--- src/rtl/hw_status_led_pkg.sv ---
// hw_status_led_pkg: shared encodings for the multi-channel status LED block.
package hw_status_led_pkg;

  // Width of the per-channel millisecond counter.
  localparam int MS_W = 16;

  typedef enum logic [1:0] {
    MODE_OFF   = 2'd0,
    MODE_ON    = 2'd1,
    MODE_BLINK = 2'd2,
    MODE_FLASH = 2'd3
  } mode_e;

  typedef enum logic [1:0] {
    F_ON  = 2'd0,
    F_OFF = 2'd1,
    F_GAP = 2'd2
  } fsm_e;

endpackage

--- src/rtl/hw_status_led_ch.sv ---
// hw_status_led_ch: one LED channel engine (OFF / ON / BLINK / FLASH-CODE).
// Time advances only on iTick (1 ms). A write restarts the channel and wins
// over a coincident tick. oLevel is registered.
module hw_status_led_ch
  import hw_status_led_pkg::*;
#(
  parameter int    BLINK_MS     = 1000,
  parameter int    FLASH_ON_MS  = 150,
  parameter int    FLASH_OFF_MS = 250,
  parameter int    GAP_MS       = 1000,
  parameter mode_e RST_MODE     = MODE_OFF
) (
  input  logic       iCLK,
  input  logic       iRST_n,
  input  logic       iTick,
  input  logic       iWr,
  input  mode_e      iMode,
  input  logic [3:0] iCode,
  output logic       oLevel
);

  localparam logic [MS_W-1:0] BLINK_LAST = MS_W'(BLINK_MS / 2 - 1);
  localparam logic [MS_W-1:0] ON_LAST    = MS_W'(FLASH_ON_MS - 1);
  localparam logic [MS_W-1:0] OFF_LAST   = MS_W'(FLASH_OFF_MS - 1);
  localparam logic [MS_W-1:0] GAP_LAST   = MS_W'(GAP_MS - 1);
  localparam logic            RST_LEVEL  = (RST_MODE == MODE_ON) || (RST_MODE == MODE_BLINK);

  mode_e           mode;
  logic [3:0]      code;
  logic [MS_W-1:0] msCnt;
  logic [3:0]      pulseCnt;
  fsm_e            fState;

  // Channel state machine; oLevel doubles as the BLINK phase bit.
  always_ff @(posedge iCLK or negedge iRST_n) begin
    if (!iRST_n) begin
      mode     <= RST_MODE;
      code     <= 4'd0;
      msCnt    <= '0;
      pulseCnt <= 4'd0;
      fState   <= F_ON;
      oLevel   <= RST_LEVEL;
    end else if (iWr) begin
      mode     <= iMode;
      code     <= iCode;
      msCnt    <= '0;
      pulseCnt <= 4'd0;
      fState   <= F_ON;
      oLevel   <= (iMode == MODE_ON) || (iMode == MODE_BLINK) ||
                  ((iMode == MODE_FLASH) && (iCode != 4'd0));
    end else begin
      case (mode)
        MODE_OFF: oLevel <= 1'b0;
        MODE_ON:  oLevel <= 1'b1;
        MODE_BLINK: begin
          if (iTick) begin
            if (msCnt == BLINK_LAST) begin
              msCnt  <= '0;
              oLevel <= ~oLevel;
            end else begin
              msCnt <= msCnt + 1'b1;
            end
          end
        end
        default: begin // MODE_FLASH; a zero code is treated as OFF
          if (code == 4'd0) begin
            oLevel <= 1'b0;
          end else if (iTick) begin
            case (fState)
              F_ON: begin
                if (msCnt == ON_LAST) begin
                  msCnt    <= '0;
                  pulseCnt <= pulseCnt + 1'b1;
                  fState   <= F_OFF;
                  oLevel   <= 1'b0;
                end else begin
                  msCnt <= msCnt + 1'b1;
                end
              end
              F_OFF: begin
                if (msCnt == OFF_LAST) begin
                  msCnt <= '0;
                  if (pulseCnt >= code) begin
                    fState <= F_GAP;
                    oLevel <= 1'b0;
                  end else begin
                    fState <= F_ON;
                    oLevel <= 1'b1;
                  end
                end else begin
                  msCnt <= msCnt + 1'b1;
                end
              end
              F_GAP: begin
                if (msCnt == GAP_LAST) begin
                  msCnt    <= '0;
                  pulseCnt <= 4'd0;
                  fState   <= F_ON;
                  oLevel   <= 1'b1;
                end else begin
                  msCnt <= msCnt + 1'b1;
                end
              end
              default: begin // unreachable encoding: restart the code
                msCnt    <= '0;
                pulseCnt <= 4'd0;
                fState   <= F_ON;
                oLevel   <= 1'b1;
              end
            endcase
          end
        end
      endcase
    end
  end

endmodule

--- src/rtl/hw_status_led.sv ---
// hw_status_led: NUM_CH programmable status LEDs driven from a shared 1 ms
// prescaler. Channel 0 comes out of reset blinking as the heartbeat.
// Optional macro HW_STATUS_LED_PWM_EN adds a global 4-bit brightness PWM
// (one extra output flop, so writes show up two cycles later).
module hw_status_led
  import hw_status_led_pkg::*;
#(
  parameter int  CLK_FREQ     = 125000000,
  parameter int  NUM_CH       = 4,
  parameter int  BLINK_MS     = 1000,
  parameter int  FLASH_ON_MS  = 150,
  parameter int  FLASH_OFF_MS = 250,
  parameter int  GAP_MS       = 1000,
  localparam int CH_W         = (NUM_CH > 1) ? $clog2(NUM_CH) : 1
) (
  input  logic              iCLK,
  input  logic              iRST_n,
  input  logic              iWr,
  input  logic [CH_W-1:0]   iCh,
  input  logic [1:0]        iMode,
  input  logic [3:0]        iCode,
  input  logic [3:0]        iBright,
  output logic [NUM_CH-1:0] oLED,
  output logic              oTick
);

  localparam logic [31:0] DIV_LAST = 32'(CLK_FREQ / 1000 - 1);

  logic [31:0]       preCnt;
  logic              tick;
  logic              wrOk;
  logic [NUM_CH-1:0] level;

  assign tick  = (preCnt == DIV_LAST);
  assign oTick = tick;
  // Out-of-range channel numbers are dropped here.
  assign wrOk  = iWr && (32'(iCh) < 32'(NUM_CH));

  // Millisecond prescaler: counts 0..DIV-1, ticking on the last count.
  always_ff @(posedge iCLK or negedge iRST_n) begin
    if (!iRST_n)   preCnt <= '0;
    else if (tick) preCnt <= '0;
    else           preCnt <= preCnt + 32'd1;
  end

  for (genvar i = 0; i < NUM_CH; i++) begin : g_ch
    hw_status_led_ch #(
      .BLINK_MS    (BLINK_MS),
      .FLASH_ON_MS (FLASH_ON_MS),
      .FLASH_OFF_MS(FLASH_OFF_MS),
      .GAP_MS      (GAP_MS),
      .RST_MODE    (mode_e'((i == 0) ? MODE_BLINK : MODE_OFF))
    ) u_ch (
      .iCLK  (iCLK),
      .iRST_n(iRST_n),
      .iTick (tick),
      .iWr   (wrOk && (iCh == CH_W'(i))),
      .iMode (mode_e'(iMode)),
      .iCode (iCode),
      .oLevel(level[i])
    );
  end

`ifdef HW_STATUS_LED_PWM_EN
  logic [3:0] pwmCnt;

  // Global brightness: gate every pattern level with a free-running PWM.
  always_ff @(posedge iCLK or negedge iRST_n) begin
    if (!iRST_n) begin
      pwmCnt <= 4'd0;
      oLED   <= NUM_CH'(1);
    end else begin
      pwmCnt <= pwmCnt + 4'd1;
      oLED   <= level & {NUM_CH{pwmCnt < iBright}};
    end
  end
`else
  logic unusedBright;
  assign unusedBright = ^iBright;
  assign oLED         = level;
`endif

endmodule

--- config.mk ---
export PLATFORM = sky130hd
export DESIGN_NAME = hw_status_led
export DESIGN_NICKNAME = d
export VERILOG_FILES = /design/src/rtl/hw_status_led_pkg.sv /design/src/rtl/hw_status_led_ch.sv /design/src/rtl/hw_status_led.sv
export SDC_FILE = /design/constraint.sdc
export NUM_CORES = 1
export LEC_CHECK = 0
export BUFFER_PORTS_ARGS = -buffer_cell sky130_fd_sc_hd__buf_2
export CORE_MARGIN = 5
export CORE_UTILIZATION = 57
export DETAILED_ROUTE_END_ITERATION = 16
export PLACE_DENSITY = 0.76
export SETUP_SLACK_MARGIN = 0.3
export SLEW_MARGIN = 20
export SYNTH_ARGS = -nofsm -noshare
export SYNTH_HDL_FRONTEND = slang
export SYNTH_SLANG_ARGS = --single-unit
--- constraint.sdc ---
create_clock -name iCLK -period 2.5 [get_ports iCLK]
set_clock_uncertainty 0.1 [all_clocks]
set_input_delay 0.375 -clock iCLK [delete_from_list [all_inputs] [get_ports iCLK]]
set_output_delay 0.375 -clock iCLK [all_outputs]
set_load 0.005 [all_outputs]
; ---- Word-level counts from Yosys, hierarchy flattened
; Index checks and enable logic that the tools add are counted.
[op_classes]
shifts = 0
order_cmp = 4
n_addsub = 9
n_bitwise = 4
multipliers = 0
muxes = 149
eq_ne = 91
n_reduce_logical = 53
n_div = 0
[op_table]
columns = operator, count
row1 = two-way mux 16 bit, 32
row2 = case mux 16 bit (3 select lines), 4
row3 = "equality test 16 x 8 -> 1 bit, second input constant", 8
row4 = case mux 16 bit (2 select lines), 4
row5 = two-way mux 4 bit, 24
row6 = AND reduction 6 bit, 12
row7 = "adder 16 x 1 -> 16 bit, second input constant", 4
row8 = "equality test 16 x 10 -> 1 bit, second input constant", 4
row9 = "equality test 16 x 9 -> 1 bit, second input constant", 4
row10 = two-way mux 2 bit, 32
row11 = "!= test 7 x 1 -> 1 bit, second input constant", 8
row12 = "!= test 3 x 1 -> 1 bit, second input constant", 16
row13 = case mux 4 bit (3 select lines), 4
row14 = two-way mux 1 bit, 36
row15 = "adder 32 x 1 -> 32 bit, second input constant", 1
row16 = "equality test 32 x 17 -> 1 bit, second input constant", 1
row17 = two-way mux 32 bit, 1
row18 = "!= test 2 x 1 -> 1 bit, second input constant", 16
row19 = "!= test 7 x 4 -> 1 bit, second input constant", 4
row20 = "equality test 2 bit, second input constant", 12
row21 = "!= test 3 x 2 -> 1 bit, second input constant", 8
row22 = case mux 1 bit (3 select lines), 8
row23 = case mux 2 bit (3 select lines), 4
row24 = "equality test 2 x 1 -> 1 bit, second input constant", 10
row25 = other kinds (13), 53
[word_totals]
mem_count = 0
output_inout_bits = 5
inputBits = 15
latch_bits = 0
elab_cells = 335
ff_bits = 148
romBits = 0
ram_bits = 0

; ---- Logic depth before layout (Yosys ltp)
[depth]
word_depth = 8
depth_mapped = 11
mapped_depth_nobuf = 9

; ---- Modules after synthesis
; From an unflattened synthesis, not the netlist that was laid out.
[hier_totals]
cells_unflattened = 995
area_unflattened_um2 = 9062.4
[by_module_without_submodules]
columns = mod, instances, cells_per_inst, area_each_um2, seq_area_each_um2
row1 = hw_status_led_ch at g_ch[2].u_ch ..., 2, 208, 1853.0, 725.7
row2 = hw_status_led_ch at g_ch[0].u_ch, 1, 218, 1943.1, 728.2
row3 = hw_status_led_ch at g_ch[1].u_ch, 1, 214, 1859.3, 725.7
row4 = hw_status_led, 1, 147, 1554.0, 800.8

; ---- Least setup slack after synthesis
; Ideal clock, no wire load.
[synth_path]
path_kind = register -> register
startpoint = register preCnt[0]
endpoint = register g_ch[3].u_ch.pulseCnt[1]
arrival_time_ns = 2.543
required_time_ns = 2.322
path_slack_ns = -0.221
stages_incl_launch_ff = 12
n_path_buf = 2
setup_ns = 0.078
cell_sequence = dfrtp_1 ha_1 nor4b_2 nand4_1 or4_1 buf_2 clkinv_4 nand3_1 or3_1 buf_2 or2_0 a21oi_1
[synth_via]
elab_chain_len = 3
[synth_rtl]
columns = item, line_no
row1 = from (decl), hw_status_led.sv:29  ; logic [31:0] preCnt;
row2 = from (signal assigned), hw_status_led.sv:43  ; else preCnt <= preCnt + 32'd1;
row3 = equality test 32 x 17 -> 1 bit, hw_status_led.sv:34  ; assign tick = (preCnt == DIV_LAST);
row4 = nonzero test 2 bit (no source line), n/a
row5 = AND reduction 6 bit (no source line), n/a
row6 = to (signal assigned), hw_status_led_ch.sv:73  ; pulseCnt <= pulseCnt + 1'b1;
row7 = to (decl), hw_status_led_ch.sv:31  ; logic [3:0] pulseCnt;
; No other way between the ends.
; A chain may end at the register's enable or synchronous reset.

; ---- Worst setup path after layout
[layout_path]
startpoint = register preCnt[29]
endpoint = output oTick
[layout_via]
elab_chain_len = 1
[layout_rtl]
columns = item, line_no
row1 = equality test 32 x 17 -> 1 bit, hw_status_led.sv:34
row2 = to (decl), hw_status_led.sv:24  ; output logic oTick
; No other way between the ends.

==> out/results.ini <==
[synth]
netlist_instances=1028
synthArstFlopShare=1.000
ys.flop_type=dfrtp_1
seq_area_frac_synth=0.4104
synth.ff_latch_count=148
syn_area_um2=9030
synth_top_family_by_area=simple AND/OR/NAND/NOR gates
synth-xor-area-share=0.03201
yosys_warnings=0
synth_mux_area_frac=0.009284
syn_area_per_cell_um2=8.784
synth_edf_count=0
yosysUniqueCellTypes=75
synth-adder-area-share=0.06928
syn_nets=1093
synthSimpleGateAreaFrac=0.2838
synth-compound-area-share=0.1530

[layout]
fillers=901
insertedDiodeCount=0
drive_above_1_share=0.3269
final_area_um2=12470
syn_to_final_growth_pct=38.09
regArea_um2=3707
final_cells=1415
nets=1253
final_cell_mix=dfrtp_1 (145), nand2_1 (114), buf_4 (110)
final_common_cell=dfrtp_1
multi_input_comb_area_um2=5998

[worst_setup_path]
critPathMaxFanout=5
start_kind=register
crit_chain=nor4_2, nand4_1, or4_4, buf_6, clkinv_8, buf_6, buf_6
crit_required_ns=2.03
critPathMostFrequentCell=buf_6
cp_slowest_cell=or4_4
critPathMaxStageDelay_ns=0.52
cp.arrival_ns=2.26
criticalPathCategory=reg2out
endpoint_kind=primary output

[drt]
via_per_inst=6.106
drtIter0Drc=628
drc=0
first_pass_iters=5
via_count=8640
wl_mm=25.43
routedWlPerCell_um=17.97
ant_nets=0

[place]
gp_congestion=0.8784
dpl_cell_area_um2=10400
hpwl_mm=14.99
post-place-ws_ns=-0.1974
placed_cells=1338
io_buffers=15

[timing]
grt_setup_unrepaired=yes
slew_viol_final=0
setup_ws_ns=-0.2356
fin_crit_sh=1.094
hold_viol_final=0
fmax_mhz=365.6
relSlewSlack=0.5033
fin_crit_ns=2.736
tightest_slew_ns=0.7430
setup_viol=86

[power_and_ir_drop]
pwr_density_cell_nw_per_um2=543.6
total_power_mw=6.778
vdd_ir_drop_max_mv=0.5739
p_leak_nw=5.597

[clock_tree]
clk_latency_ns=0.43
htreeDepth=4
clockBufferDepth=2
cts_sinks=148
cts_tree=done
path_clk_slew_ns=0.06
root_buffer=clkbuf_16
cts_buffers=17

[global_routing]
grt_pass1_vias=8580
antenna_found_initial=0
gr-total-overflow=0
grt_usage=0.2748
grt_pass1_wl_mm=41.31
grt_max_degree=58

[status]
failed_checks=setup timing
status=complete, but fails checks

[worst_hold_path]
hp-class=in2reg

[die]
die_area_um2=18460
rows=46
initial_core_util=0.5747
chipWidth_um=135.9
die_h_um=135.9
core_um2=15710
num_io_pins=20

[job]
max_cap_viol_count=0

==> power breakdown <==
group          leakage (nW)  switching, mW  internal (mW)
sequential             1.97          0.179           2.58
clock                 0.303           1.01           1.71
combinational          3.33          0.712          0.589
==> final timing paths <==
| kind | startpoint | cells past startpoint | endpoint | slack (ns) |
|---|---|---|---|---|
| max | preCnt[29] | 7 | oTick | -0.24 |
| min | iCode[0] | 3 | g_ch[1].u_ch.code[0] | 0.14 |
| max reg2reg | preCnt[29] | 11 | g_ch[2].u_ch.msCnt[11] | -0.22 |
| min reg2reg | preCnt[31] | 1 | preCnt[31] | 0.39 |
| max in group asynchronous | iRST_n | 3 | g_ch[0].u_ch.mode[1] | 1.26 |
| min in group asynchronous | iRST_n | 2 | g_ch[0].u_ch.msCnt[7] | 0.41 |
==> stage by stage <==
step | utilization | hold slack (ns) | setup TNS (ns)
2_1_floorplan | - | -0.02059 | -0.4637
3_3_place_gp | 0.6619 | 0.2918 | -0.9013
3_5_place_dp | 0.6619 | 0.2975 | -2.901
4_1_cts | 0.7579 | 0.1143 | -4.383
5_1_grt | 0.7936 | 0.1261 | -14.98
6_report | 0.7936 | 0.1377 | -8.339
==> cells in the mapped netlist, types with 9 or more instances <==
| cell | instances | area [um2] |
|---|---|---|
| a21o_1 | 15 | 112.6 |
| a21oi_1 | 37 | 185.2 |
| and3_1 | 36 | 225.2 |
| clkbuf_1 | 33 | 123.9 |
| dfrtp_1 | 146 | 3654 |
| ha_1 | 50 | 625.6 |
| inv_1 | 49 | 183.9 |
| nand2_1 | 123 | 461.7 |
| nand3_1 | 52 | 260.3 |
| nand3b_1 | 9 | 67.56 |
| nand4_1 | 29 | 181.4 |
| nor2_1 | 73 | 274.0 |
| nor3_1 | 31 | 155.2 |
| nor4_1 | 19 | 118.9 |
| o21ai_0 | 94 | 470.5 |
| o31ai_1 | 16 | 120.1 |
| or3_1 | 19 | 118.9 |
| or4_1 | 10 | 75.07 |
| xnor2_1 | 16 | 140.1 |
| xor2_1 | 17 | 148.9 |
==> cells by family (layout without fill, tap and decap cells) <==
group,after synthesis,in the layout
AOI/OAI and AO/OA,221,221
adders and majority gates,50,50
xor gates and xnor gates,33,33
buffers and inverters,94,262
muxes,8,8
DFF,148,148
and+or+nand+nor,474,477
==> layout make-up <==
| class | instances | area share |
|---|---|---|
| multi-input cells | 789 | 0.4810 |
| flip-flops and latches | 148 | 0.2973 |
| repair buffers | 182 | 0.1348 |
| clock buffers | 21 | 0.03693 |
| well taps | 216 | 0.02167 |
| inverters | 50 | 0.01605 |
| clock inverters | 9 | 0.01224 |
==> state kept, by name, indices dropped and copies added (netlist names) <==
name,cells
g_ch.u_ch.code,16
g_ch.u_ch.fState,8
g_ch.u_ch.oLevel,4
g_ch.u_ch.pulseCnt,16
preCnt,32
g_ch.u_ch.msCnt,64
g_ch.u_ch.mode,8
==> critical path, delay by kind of cell (launching register included) <==
| kind | cells | cell delay (ns) |
|---|---|---|
| simple gates | 3 | 1.03 |
| flops | 1 | 0.40 |
| buf+inv | 4 | 0.41 |
==> per-layer routing <==
metal / share of wire / wire [um] / global-route usage
met1: 0.42 / 10670 / 0.3636
met2: 0.51 / 12850 / 0.4524
met3: 0.052 / 1322 / 0.05181
met4: 0.024 / 598 / 0.1013
met5: 0 / 0 / 0
==> timing repair <==
item	4_1_cts	5_1_grt
setup endpoints to repair	93	105
hold buffers	1	0
pin swaps	82	45
cloned	7	0
setup buffers	22	17
resized for setup	165	95
endpoints found under the hold margin	53	0
Note: power is estimated with default switching activity, not from simulation.
